--- config.mk ---
export PLATFORM = sky130hd
export DESIGN_NAME = converter_frame_ctrl
export DESIGN_NICKNAME = d
export VERILOG_FILES = /design/src/rtl/converter_frame_ctrl.sv
export SDC_FILE = /design/constraint.sdc
export NUM_CORES = 1
export LEC_CHECK = 0
export ABC_AREA = 1
export CAP_MARGIN = 40
export CORE_ASPECT_RATIO = 1.75
export CORE_UTILIZATION = 48
export CTS_CLUSTER_SIZE = 10
export DETAILED_ROUTE_END_ITERATION = 8
export GPL_TIMING_DRIVEN = 0
export HOLD_SLACK_MARGIN = 0.12
export PLACE_DENSITY_LB_ADDON = 0.2
export SLEW_MARGIN = 20
export SYNTH_ARGS = -nofsm -noshare
export SYNTH_HDL_FRONTEND = slang
export SYNTH_SLANG_ARGS = --single-unit
--- constraint.sdc ---
create_clock -name clk50 -period 1.3 [get_ports clk50]
set_input_delay 0.195 -clock clk50 [delete_from_list [all_inputs] [get_ports clk50]]
set_output_delay 0.195 -clock clk50 [all_outputs]
set_load 0.02 [all_outputs]
--- src/rtl/converter_frame_ctrl.sv ---
// Frame sequencer for the converter shift buffer: syncs c4/f0 into clk50, issues per-bit shift strobes and frame interrupts.
// Optional `CONV_RESYNC_EN: an f0 frame pulse arriving mid-frame restarts the frame instead of only flagging it.
module converter_frame_ctrl #(
   parameter int FRAME_BITS = 384,
   parameter int CNT_W      = 9,
   parameter int C4_PER_BIT = 2
) (
   input  logic             clk50,
   input  logic             reset_rg,
   input  logic             c4,
   input  logic             f0,
   input  logic             select,
   input  logic             int_ack,
   output logic             shift_en,
   output logic [CNT_W-1:0] bit_idx,
   output logic             dir,
   output logic             frame_done,
   output logic             cpu_int,
   output logic             overrun,
   output logic             sync_err
);
   typedef enum logic [1:0] {IDLE, RUN, DONE} state_t;

   localparam logic [3:0]       PH_LAST  = 4'(C4_PER_BIT - 1);
   localparam logic [CNT_W-1:0] IDX_LAST = CNT_W'(FRAME_BITS - 1);

   state_t           state_q, state_d;
   logic [2:0]       c4_sync_q, c4_sync_d;
   logic [2:0]       f0_sync_q, f0_sync_d;
   logic [3:0]       phase_q, phase_d;
   logic [CNT_W-1:0] nxt_q, nxt_d;
   logic [CNT_W-1:0] bit_idx_q, bit_idx_d;
   logic             shift_en_q, shift_en_d;
   logic             dir_q, dir_d;
   logic             frame_done_q, frame_done_d;
   logic             cpu_int_q, cpu_int_d;
   logic             overrun_q, overrun_d;
   logic             sync_err_q, sync_err_d;
   logic             c4_fall, f0_start;

   // [1] is the synchronised level, [2] its one-cycle history
   assign c4_fall  = c4_sync_q[2] & ~c4_sync_q[1];
   assign f0_start = f0_sync_q[2] & ~f0_sync_q[1];

   always_comb begin
      c4_sync_d    = {c4_sync_q[1:0], c4};
      f0_sync_d    = {f0_sync_q[1:0], f0};
      state_d      = state_q;
      phase_d      = phase_q;
      nxt_d        = nxt_q;
      bit_idx_d    = bit_idx_q;
      dir_d        = dir_q;
      shift_en_d   = 1'b0;
      frame_done_d = 1'b0;
      cpu_int_d    = cpu_int_q;
      overrun_d    = overrun_q;
      sync_err_d   = sync_err_q;
      // Acknowledge is applied first so a flag set in the same cycle wins.
      if (int_ack) begin
         cpu_int_d  = 1'b0;
         overrun_d  = 1'b0;
         sync_err_d = 1'b0;
      end
      case (state_q)
         IDLE: begin
            if (f0_start) begin
               state_d   = RUN;
               dir_d     = select;
               phase_d   = '0;
               nxt_d     = '0;
               bit_idx_d = '0;
            end
         end
         RUN: begin
            // f0 has priority; a coincident c4 edge is dropped
            if (f0_start) begin
               sync_err_d = 1'b1;
`ifdef CONV_RESYNC_EN
               dir_d      = select;
               phase_d    = '0;
               nxt_d      = '0;
               bit_idx_d  = '0;
`endif
            end else if (c4_fall) begin
               if (phase_q == PH_LAST) begin
                  phase_d    = '0;
                  shift_en_d = 1'b1;
                  bit_idx_d  = nxt_q;
                  nxt_d      = nxt_q + 1'b1;
                  if (nxt_q == IDX_LAST) state_d = DONE;
               end else begin
                  phase_d = phase_q + 4'd1;
               end
            end
         end
         DONE: begin
            frame_done_d = 1'b1;
            cpu_int_d    = 1'b1;
            if (cpu_int_q) overrun_d = 1'b1;
            state_d      = IDLE;
         end
         default: state_d = IDLE;
      endcase
   end

   always_ff @(posedge clk50) begin
      if (reset_rg) begin
         state_q      <= IDLE;
         c4_sync_q    <= '0;
         f0_sync_q    <= '0;
         phase_q      <= '0;
         nxt_q        <= '0;
         bit_idx_q    <= '0;
         shift_en_q   <= 1'b0;
         dir_q        <= 1'b0;
         frame_done_q <= 1'b0;
         cpu_int_q    <= 1'b0;
         overrun_q    <= 1'b0;
         sync_err_q   <= 1'b0;
      end else begin
         state_q      <= state_d;
         c4_sync_q    <= c4_sync_d;
         f0_sync_q    <= f0_sync_d;
         phase_q      <= phase_d;
         nxt_q        <= nxt_d;
         bit_idx_q    <= bit_idx_d;
         shift_en_q   <= shift_en_d;
         dir_q        <= dir_d;
         frame_done_q <= frame_done_d;
         cpu_int_q    <= cpu_int_d;
         overrun_q    <= overrun_d;
         sync_err_q   <= sync_err_d;
      end
   end

   assign shift_en   = shift_en_q;
   assign bit_idx    = bit_idx_q;
   assign dir        = dir_q;
   assign frame_done = frame_done_q;
   assign cpu_int    = cpu_int_q;
   assign overrun    = overrun_q;
   assign sync_err   = sync_err_q;
endmodule

==> results of run 1 <==
==> cells in the mapped netlist <==
master / instances / area share [%]
sky130_fd_sc_hd__inv_1: 30 / 7.1
sky130_fd_sc_hd__dfxtp_1: 36 / 46
sky130_fd_sc_hd__nand2_4: 1 / 0.71
sky130_fd_sc_hd__buf_1: 1 / 0.24
sky130_fd_sc_hd__o21ai_0: 5 / 1.6
sky130_fd_sc_hd__nand4_1: 1 / 0.40
sky130_fd_sc_hd__nand2_2: 4 / 1.6
sky130_fd_sc_hd__nor4_1: 1 / 0.40
sky130_fd_sc_hd__a21oi_1: 21 / 6.7
sky130_fd_sc_hd__xnor2_1: 1 / 0.55
sky130_fd_sc_hd__nand3b_1: 2 / 0.95
sky130_fd_sc_hd__nand2_1: 49 / 12
sky130_fd_sc_hd__nor3_1: 1 / 0.32
sky130_fd_sc_hd__inv_2: 1 / 0.24
sky130_fd_sc_hd__nor2_2: 1 / 0.40
sky130_fd_sc_hd__buf_6: 2 / 1.4
sky130_fd_sc_hd__clkbuf_1: 3 / 0.71
sky130_fd_sc_hd__nor2_4: 2 / 1.4
sky130_fd_sc_hd__ha_1: 3 / 2.4
sky130_fd_sc_hd__nand3_1: 20 / 6.3
sky130_fd_sc_hd__buf_4: 1 / 0.48
sky130_fd_sc_hd__nor2_1: 30 / 7.1
sky130_fd_sc_hd__a21oi_2: 2 / 1.1
sky130_fd_sc_hd__a32o_1: 1 / 0.63
==> path summary, 6_finish.rpt <==
kind / start / endpoint / slack (ps) / cells past startpoint
worst min-delay path: reset_rg / bit_idx[1] / 330 / 2
worst max register to register: phase_q[1] / nxt_q[5] / -110 / 9
worst min register to register: c4_sync_q[0] / c4_sync_q[1] / 400 / 2
worst max-delay path: phase_q[1] / nxt_q[5] / -110 / 9
==> sequential cells by signal, indices dropped and copies added, names as in the netlist <==
| register | cells |
|---|---|
| bit_idx | 9 |
| overrun | 1 |
| phase_q | 4 |
| c4_sync_q | 3 |
| shift_en | 1 |
| f0_sync_q | 3 |
| dir | 1 |
| nxt_q | 9 |
| sync_err | 1 |
| frame_done | 1 |
| state_q | 2 |
| cpu_int | 1 |
==> per-layer routing <==
metal	share of wire, %	GRT usage, %	vias to the layer above
met5	0	0	-
met4	5.3	18.18	0
met3	2.5	5.814	21
met2	54	42.03	29
met1	38	25.48	716
li1	-	-	776
==> power breakdown <==
group	switching [mW]	total, mW	internal (mW)
logic	0.117	0.200	0.0827
registers	0.00919	1.12	1.11
clock network	0.411	0.979	0.567
total	0.538	2.30	1.76
==> stage by stage <==
step | cells | power, mW
after floorplan | 219 | 1.237
after global placement | 281 | 1.276
after detailed placement | 281 | 1.278
after CTS | 306 | 2.292
after global routing | 308 | 2.388
final | 308 | 2.298
==> area by class of cell <==
class	count	area, um^2	share of cell area (%)
sequential	36	735.7	32.15
tap	43	53.80	2.351
timing repair buffer	38	329.1	14.38
multi-input combinational	145	889.6	38.87
inverter	31	118.9	5.194
clock inverter	3	42.54	1.859
buffer	7	50.05	2.187
clock buffer	5	68.82	3.007
==> worst max-delay path: cells and delay by family (launching register included) <==
| family | cells | cell delay [ps] |
|---|---|---|
| AND/OR/NAND/NOR | 5 | 500 |
| buffers and inverters | 2 | 230 |
| flip-flops | 1 | 330 |
| AO/OA/AOI/OAI | 1 | 150 |
| adder cells (fa/ha/maj) | 1 | 130 |
==> kinds of logic after synthesis <==
logic type      synth area share [%]
simple gates                   31.28
buf+inv                        10.21
flops                          45.61
compound gates                 9.976
fa+ha+maj                      2.376
xor+xnor                      0.5543
==> timing repair <==
item / 4_1_cts / 5_1_grt
gates cloned: 3 / 0
pin swaps: 16 / 14
resized for setup: 54 / 33
endpoints found under the setup margin: 38 / 24
buffers inserted: 14 / 2
hold endpoints to repair: 0 / 0
==> results.txt, run 1 <==
----------------------------------------------------
[Clocking]
  Clock tree from TritonCTS ... built
  Number of CTS-inserted buffers ... 5
  Clk sinks ... 36
  Clock insertion delay at the later pin of the skew report ... 290 ps
  Clock slew at the register clock pins of the worst setup and hold paths ... 70 ps
  Bufs on Longest Clock Path ... 2
  Hold-fix buffers at CTS ... 0
  Cell at the root of the clock tree ... sky130_fd_sc_hd__clkbuf_8
  H-tree Lvls ... 2

[Pwr]
  Standby leakage power ... 0.9288 nW
  Pwr Density ... 1004 mW/mm^2
  VDD IR-drop max ... 992.4 uV

[STA]
  Unrepaired setup endpoints after global routing ... yes
  Final cycle utilization of the critical path ... 108.3%
  Crit path setup slack, layout ... -107.5 ps
  Peak Freq ... 710.5 MHz
  Post-route minimum period ... 1407 ps
  Final-report hold violation count ... 0
  TNS Setup ... -888.1 ps
  Worst clock skew on the final layout ... 10.78 ps
  Worst Hold Margin ... 326.0 ps
  Count of pins over their slew limit ... 0
  Slew @ Worst Pin ... 606.8 ps
  Slew HR ... 59.55%
  Setup Viol. Count Final ... 19

[Die]
  Core ar. ... 0.003142 mm^2
  Die height ... 77.91 um
  Effective utilization at floorplan ... 50.30%
  Die Area ... 0.003535 mm^2
  Top-level port count ... 21
  Cell row count ... 27
  Width of the chip ... 45.38 um

[Layout]
  Layout cells sized above 1 ... 34.72%
  Count of antenna diodes in the layout ... 0
  Area growth from synthesis to layout ... 44.81%
  Most frequent cells in the layout ... sky130_fd_sc_hd__nand2_1, sky130_fd_sc_hd__dfxtp_1, sky130_fd_sc_hd__inv_1
  Most frequent standard cell in the layout excluding fill and tap cells ... sky130_fd_sc_hd__nand2_1
  Fillcell total ... 238
  Area of all placed cells without fillers ... 0.002288 mm^2
  Final core occ ... 72.84%
  Layout Nets ... 273

[Synthesis]
  Total number of yosys warnings ... 0
  Seq/Total Area, Yosys ... 45.61%
  Synthesized flop and latch total ... 36
  Synthesized area ... 0.001580 mm^2
  Net count of the mapped netlist ... 228
  Post-synthesis instance total ... 219
  Mean post-synth cell area ... 7.216 um^2
  Number of distinct library cells after synthesis ... 24

[Worst setup path]
  Delay of the slowest critical-path stage ... 330 ps
  Most prevalent standard cell on the critical path ... sky130_fd_sc_hd__nand2_2
  Critical path capture point type ... register
  Data arrival time of the critical path ... 1630 ps
  Startpoint class of the critical path ... register
  Peak fanout along the critical path ... 6
  Slowest cell on the critical path ... sky130_fd_sc_hd__dfxtp_2
  Category of the most critical setup path ... register to register
  Cell-by-cell trace of the critical path ... inv_2 -> ha_4 -> nand3_4 -> nand2_2 -> nand2_2 -> nor2_4 -> buf_6 -> nand3b_1 -> a21oi_1
  Crit path required time ... 1520 ps

[Global route]
  Maximum number of pins on one net before global-route repair ... 13
  First-pass GRT wire length ... 6382 um
  Number of antenna violations at the first check in global routing ... 0
  GR Util All Layers ... 25.09%
  Via count of the first global-routing pass ... 1476
  Global route total overflow ... 0

[Job]
  Max cap viols ... 0

[Route]
  Number of search-and-repair iterations in the first detailed-routing pass ... 4
  Via total after detailed routing ... 1542
  Per-cell routed wire length ... 12.69 um
  Vias per std cell ... 5.006
  DRC ... 0
  DRC marker count from the first detailed-route iteration ... 27
  Final routed wirelength across all metal layers ... 3909 um
  Number of antenna-violating nets in the routed design ... 0

[Hold path]
  Tightest Hold Check Type ... input port to register

[Placement]
  Pre-CTS setup slack ... -196.1 ps
  Placed Area ... 0.001827 mm^2
  DP Wirelength ... 2313 um
  Weighted congestion reported at the end of routability-driven placement ... 0.8800
  IO Port Bufs ... 19

[Status]
  Failing checks ... setup timing
  Run status ... complete, but fails checks

----------------------------------------------------
No activity file was read; power rests on OpenSTA's default activity.
==> run 2, diff against run 1 <==
--- a/config.mk
+++ b/config.mk
@@ -8,13 +8,12 @@
 export ABC_AREA = 1
 export CAP_MARGIN = 40
 export CORE_ASPECT_RATIO = 1.75
-export CORE_UTILIZATION = 48
+export CORE_UTILIZATION = 53
 export CTS_CLUSTER_SIZE = 10
 export DETAILED_ROUTE_END_ITERATION = 8
 export GPL_TIMING_DRIVEN = 0
 export HOLD_SLACK_MARGIN = 0.12
 export PLACE_DENSITY_LB_ADDON = 0.2
-export SLEW_MARGIN = 20
 export SYNTH_ARGS = -nofsm -noshare
 export SYNTH_HDL_FRONTEND = slang
 export SYNTH_SLANG_ARGS = --single-unit
==> constraint.sdc (replaced) <==
create_clock -name clk50 -period 1.35 [get_ports clk50]
set_input_delay 0.2025 -clock clk50 [delete_from_list [all_inputs] [get_ports clk50]]
set_output_delay 0.2025 -clock clk50 [all_outputs]
set_load 0.02 [all_outputs]
==> run 2 against run 1 <==
  * The run still ends with setup timing left
  * Critical path depth did not move
  * Total power increased by 13%
  * Setup slack lost 27 ps
  * Global-route usage is 1.6 points higher
  * Largest power group is now the clock network
  * Critical path type unchanged
==> results.txt, run 2 (synthesized netlist as in run 1, its figures left out) <==
----------------------------------------------------
[Die]
  Width of the chip ... 43.28 um
  Core ar. ... 0.002753 mm^2
  Die Area ... 0.003213 mm^2
  Cell row count ... 25
  Effective utilization at floorplan ... 57.41%
  Top-level port count ... 21
  Die height ... 74.24 um

[Pwr]
  VDD IR-drop max ... 1111 uV
  Post-layout total power ... 2.604 mW
  Standby leakage power ... 0.9296 nW
  Pwr Density ... 1192 mW/mm^2

[Worst setup path]
  Delay of the slowest critical-path stage ... 330 ps
  Data arrival time of the critical path ... 1700 ps
  Origin of the critical flop-to-flop path ... phase_q[1]
  Worst Reg-to-Reg Cells ... 9
  Reg2reg end ... bit_idx[0]
  Worst-case register-to-register setup slack ... -130 ps
  Critical path capture point type ... register
  Most prevalent standard cell on the critical path ... sky130_fd_sc_hd__nand2_2
  Startpoint class of the critical path ... register
  Cell-by-cell trace of the critical path ... inv_2 -> ha_4 -> nand3_4 -> nand2_2 -> nand2_2 -> nor2_4 -> buf_6 -> nand3_2 -> a21oi_1
  Worst path top cell family by delay ... simple AND/OR/NAND/NOR gates
  Category of the most critical setup path ... register to register
  End point of the critical path ... bit_idx[0]
  Peak fanout along the critical path ... 6
  Depth of the critical timing path with buffers and inverters included ... 9
  Launch point of the worst path ... phase_q[1]
  Slowest cell on the critical path ... sky130_fd_sc_hd__dfxtp_2
  Crit path required time ... 1560 ps
  Worst path bufs/invs ... 2

[Clocking]
  Number of CTS-inserted buffers ... 5
  H-tree Lvls ... 2
  Clk sinks ... 36
  Bufs on Longest Clock Path ... 2
  Clock tree from TritonCTS ... built
  Hold-fix buffers at CTS ... 0
  Clock insertion delay at the later pin of the skew report ... 310 ps
  Clock slew at the register clock pins of the worst setup and hold paths ... 80 ps
  Cell at the root of the clock tree ... sky130_fd_sc_hd__clkbuf_8

[STA]
  Unrepaired setup endpoints after global routing ... yes
  Worst clock skew on the final layout ... 9.954 ps
  Final cycle utilization of the critical path ... 109.9%
  Slew @ Worst Pin ... 496.3 ps
  Slew HR ... 66.91%
  Setup Viol. Count Final ... 19
  Post-route minimum period ... 1484 ps
  Worst Hold Margin ... 327.1 ps
  Peak Freq ... 673.8 MHz
  Crit path setup slack, layout ... -134.2 ps
  Final-report hold violation count ... 0
  Count of pins over their slew limit ... 0

[Placement]
  Weighted congestion reported at the end of routability-driven placement ... 0.8612
  Placed Area ... 0.001804 mm^2
  IO Port Bufs ... 19
  DP Wirelength ... 2399 um
  Placed Cells ... 265

[Route]
  DRC ... 0
  DRC marker count from the first detailed-route iteration ... 83
  Via total after detailed routing ... 1620
  Number of search-and-repair iterations in the first detailed-routing pass ... 4
  Vias per std cell ... 5.645
  Per-cell routed wire length ... 15.78 um
  Number of antenna-violating nets in the routed design ... 0
  Final routed wirelength across all metal layers ... 4529 um

[Global route]
  Maximum number of pins on one net before global-route repair ... 13
  First-pass GRT wire length ... 6230 um
  Via count of the first global-routing pass ... 1408
  Number of antenna violations at the first check in global routing ... 0
  GR Util All Layers ... 26.67%
  Global route total overflow ... 0

[Layout]
  Most frequent cells in the layout ... sky130_fd_sc_hd__nand2_1, sky130_fd_sc_hd__dfxtp_1, sky130_fd_sc_hd__inv_1
  Area growth from synthesis to layout ... 38.24%
  Area of all placed cells without fillers ... 0.002185 mm^2
  Most frequent standard cell in the layout excluding fill and tap cells ... sky130_fd_sc_hd__nand2_1
  Layout cells sized above 1 ... 25.38%
  Non-filler cells in the finished layout ... 287
  Layout Nets ... 268
  Count of antenna diodes in the layout ... 0

[Hold path]
  Tightest Hold Check Type ... input port to register

[Status]
  Failing checks ... setup timing
  Run status ... complete, but fails checks

[Job]
  Max cap viols ... 0

----------------------------------------------------
## run 2: cell types whose count changed in the layout (fill, tap and decap cells not counted), sizes merged
cell / before / now
clkbuf: 9 / 8
bufinv: 1 / 3
clkinv: 1 / 0
clkinvlp: 1 / 0
buf: 22 / 18
## run 2: worst reg2reg max path, delay by kind of cell (launching register included)
kind            cells  cell delay [ps]
compound gates      1              220
fa+ha+maj           1              130
buf+inv             2              230
flops               1              330
simple gates        5              490
## run 2: how the worst min path moves through the flow
stage                       from            to  slack [ps]  cells past startpoint
finish                  reset_rg    frame_done         330                      2
floorplan                     c4  c4_sync_q[0]         310                      2
global route            reset_rg    frame_done         370                      2
CTS                     reset_rg    bit_idx[1]         280                      2
global placement    f0_sync_q[0]  f0_sync_q[1]         390                      2
detailed placement  c4_sync_q[0]  c4_sync_q[1]         400                      2
## run 2: per-stage QoR
stage,worst slack [ps],setup TNS [ps],utilization (%)
finish,-134.2,-898.4,79.36
global route,-213.5,-2464,79.36
CTS,-28.17,-150.7,76.77
detailed placement,-179.6,-2643,65.55
global placement,-139.5,-1781,65.55
floorplan,44.28,0,-
## run 2: per-layer routing
| layer | global-route usage (%) | share of wire, % | vias to the layer above |
|---|---|---|---|
| met1 | 25.15 | 34 | 756 |
| met4 | 16.84 | 6.3 | 0 |
| met3 | 7.039 | 4.5 | 32 |
| met2 | 49.25 | 55 | 65 |
| li1 | - | - | 767 |
| met5 | 0 | 0 | - |
## run 2: final cells by class
class	count	area, um^2
well taps	27	33.78
flip-flops and latches	36	728.2
plain buffers	7	53.80
clock inverters	3	90.09
fillers	172	568.0
multi-input cells	145	805.8
inverters	31	116.4
repair buffers	33	287.8
clock buffers	5	68.82
## run 2: where the power goes
part	switching, mW	internal [mW]	leakage (nW)
Sequential	0.00851	1.07	0.294
Clock	0.423	0.924	0.0784
Combinational	0.106	0.0689	0.557
Total	0.537	2.07	0.930
## run 2: timing repair
item                                    in CTS  in global routing
endpoints found under the setup margin      37                 23
setup buffers                               11                  1
pin swaps                                   11                 10
gates resized for setup                     41                 19
gates cloned                                 2                  0
==> run 3, diff against run 2 <==
--- a/config.mk
+++ b/config.mk
@@ -8,6 +8,7 @@
 export ABC_AREA = 1
 export CAP_MARGIN = 40
 export CORE_ASPECT_RATIO = 1.75
+export CORE_MARGIN = 2
 export CORE_UTILIZATION = 53
 export CTS_CLUSTER_SIZE = 10
 export DETAILED_ROUTE_END_ITERATION = 8
==> run 3 against run 2 <==
  * The run still ends with setup timing left
  * Critical path depth is 1 higher
  * Flip-flop and latch count unchanged
  * Worst hold slack worse by 47 ps
  * Clock-buffer cell count grew 1
  * Final area decreased by 0.23%
  * Sequential share of layout area rose by 0.31 points
  * Via count down 3.1%
  * Wire length is 9.8% lower
  * Maximum frequency up 4.0%
  * Register-to-register slack gained 60 ps
  * Combinational power barely moved
  * Largest cell class unchanged
==> results.txt, run 3 (synthesized netlist as in run 1, its figures left out) <==
----------------------------------------------------
[Die]
  Effective utilization at floorplan ... 54.58%
  Cell row count ... 26
  Width of the chip ... 45.28 um
  Die height ... 76.24 um
  Top-level port count ... 21
  Die Area ... 0.003452 mm^2
  Core ar. ... 0.002895 mm^2

[STA]
  Slew @ Worst Pin ... 572.0 ps
  Peak Freq ... 700.9 MHz
  Slew HR ... 61.87%
  TNS Setup ... -638.3 ps
  Final-report hold violation count ... 0
  Unrepaired setup endpoints after global routing ... yes
  Worst clock skew on the final layout ... 7.508 ps
  Post-route minimum period ... 1427 ps
  Crit path setup slack, layout ... -76.73 ps
  Count of pins over their slew limit ... 0
  Final cycle utilization of the critical path ... 105.7%
  Setup Viol. Count Final ... 18

[Global route]
  Via count of the first global-routing pass ... 1505
  Global route total overflow ... 0
  Maximum number of pins on one net before global-route repair ... 12
  GR Util All Layers ... 24.75%
  First-pass GRT wire length ... 6354 um
  Number of antenna violations at the first check in global routing ... 0

[Worst setup path]
  Worst path top cell family by delay ... simple AND/OR/NAND/NOR gates
  Delay of the slowest critical-path stage ... 330 ps
  Origin of the critical flop-to-flop path ... phase_q[1]
  Critical path capture point type ... register
  Reg2reg end ... nxt_q[8]
  Worst Reg-to-Reg Cells ... 10
  Worst-case register-to-register setup slack ... -80 ps
  Peak fanout along the critical path ... 6
  Slowest cell on the critical path ... sky130_fd_sc_hd__dfxtp_2
  Crit path required time ... 1520 ps
  Worst path bufs/invs ... 2
  Startpoint class of the critical path ... register
  Data arrival time of the critical path ... 1590 ps
  Cell-by-cell trace of the critical path ... inv_2 -> ha_4 -> nand3_4 -> nand2_2 -> nand2_2 -> nor2_4 -> buf_6 -> nor2_4 -> nor2_2 -> nor2_1
  Category of the most critical setup path ... register to register
  Launch point of the worst path ... phase_q[1]

[Route]
  Number of search-and-repair iterations in the first detailed-routing pass ... 4
  Via total after detailed routing ... 1569
  Vias per std cell ... 5.410
  DRC ... 0
  DRC marker count from the first detailed-route iteration ... 29
  Number of antenna-violating nets in the routed design ... 0
  Per-cell routed wire length ... 14.09 um
  Final routed wirelength across all metal layers ... 4087 um

[Layout]
  Layout Nets ... 270
  Count of antenna diodes in the layout ... 0
  Final core occ ... 75.28%
  Layout cells sized above 1 ... 26.72%
  Most frequent standard cell in the layout excluding fill and tap cells ... sky130_fd_sc_hd__nand2_1
  Area of all placed cells without fillers ... 0.002180 mm^2
  Area growth from synthesis to layout ... 37.93%
  Most frequent cells in the layout ... sky130_fd_sc_hd__nand2_1, sky130_fd_sc_hd__dfxtp_1, sky130_fd_sc_hd__inv_1
  Fillcell total ... 241

[Clocking]
  Number of CTS-inserted buffers ... 5
  Clock slew at the register clock pins of the worst setup and hold paths ... 70 ps
  Clk sinks ... 36
  Bufs on Longest Clock Path ... 2
  Hold-fix buffers at CTS ... 0
  H-tree Lvls ... 2
  Clock insertion delay at the later pin of the skew report ... 290 ps
  Clock tree from TritonCTS ... built
  Cell at the root of the clock tree ... sky130_fd_sc_hd__clkbuf_8

[Hold path]
  Number of cells on the worst hold path ... 2
  Start point of the worst hold path ... reset_rg
  Tightest Hold Check Type ... input port to register
  Hold worst-path end ... bit_idx[0]

[Pwr]
  Standby leakage power ... 0.9132 nW
  VDD IR-drop max ... 961.1 uV
  Post-layout total power ... 2.178 mW
  Pwr Density ... 999.3 mW/mm^2

[Status]
  Failing checks ... setup timing
  Run status ... complete, but fails checks

[Placement]
  Placed Area ... 0.001805 mm^2
  DP Wirelength ... 2368 um
  Weighted congestion reported at the end of routability-driven placement ... 0.8789
  IO Port Bufs ... 19

[Job]
  Max cap viols ... 0

----------------------------------------------------
## run 3: cell types whose count changed in the layout (fill, tap and decap cells not counted), moves of 2 or more
| cell | delta |
|---|---|
| sky130_fd_sc_hd__nand3_1 | -4 |
| sky130_fd_sc_hd__bufinv_16 | -2 |
| sky130_fd_sc_hd__nor2_4 | +2 |
| sky130_fd_sc_hd__dfxtp_2 | -2 |
| sky130_fd_sc_hd__nor2_2 | -2 |
| sky130_fd_sc_hd__buf_6 | -2 |
| sky130_fd_sc_hd__buf_4 | +4 |
| sky130_fd_sc_hd__nand3_2 | +4 |
| sky130_fd_sc_hd__dfxtp_4 | +2 |
## run 3: area by class of cell
cell class              count  area (um^2)  share of cell area [%]
plain buffers               7        53.80                   2.468
clock buffers               6        72.57                   3.330
repair buffers             35        295.3                   13.55
multi-input cells         145        838.3                   38.46
flip-flops and latches     36        733.2                   33.64
inverters                  31        116.4                   5.339
clock inverters             2        35.03                   1.607
well taps                  28        35.03                   1.607
## run 3: routing by layer
metal  part of all wire, %  GRT usage, %  vias up
li1                      -             -      768
met1                    36         24.96      745
met2                    56         43.86       41
met3                   3.9         5.213       15
met4                   4.1         13.24        0
met5                     0             0        -
## run 3: power by group
group          total [mW]  internal (mW)  leakage (nW)  switching [mW]
clock               0.925          0.548        0.0552           0.378
combinational       0.174         0.0695         0.563           0.104
sequential           1.08           1.07         0.295         0.00857
total                2.18           1.69         0.913           0.490
## run 3: how the worst max path moves through the flow
stage                            end  cells past startpoint
after floorplan           state_q[0]                      8
after global placement    bit_idx[6]                      9
after global routing        nxt_q[8]                     10
after CTS                 bit_idx[6]                      9
final                       nxt_q[8]                     10
after detailed placement  bit_idx[7]                      9
## run 3: repair_timing
item | 4_1_cts | 5_1_grt
resized for setup | 37 | 27
endpoints found under the hold margin | 0 | 0
setup endpoints to repair | 37 | 24
setup buffers | 9 | 5
pin swaps | 7 | 16
gates cloned | 2 | 0
## run 3: metrics by stage
stage | hold WS, ps | instances | setup WS (ps)
global route | 319.8 | 290 | -163.5
detailed placement | 394.4 | 266 | -164.3
floorplan | 309.5 | 219 | 44.28
global placement | 391.5 | 266 | -147.0
CTS | 273.1 | 285 | 3.188
finish | 280.2 | 290 | -76.73
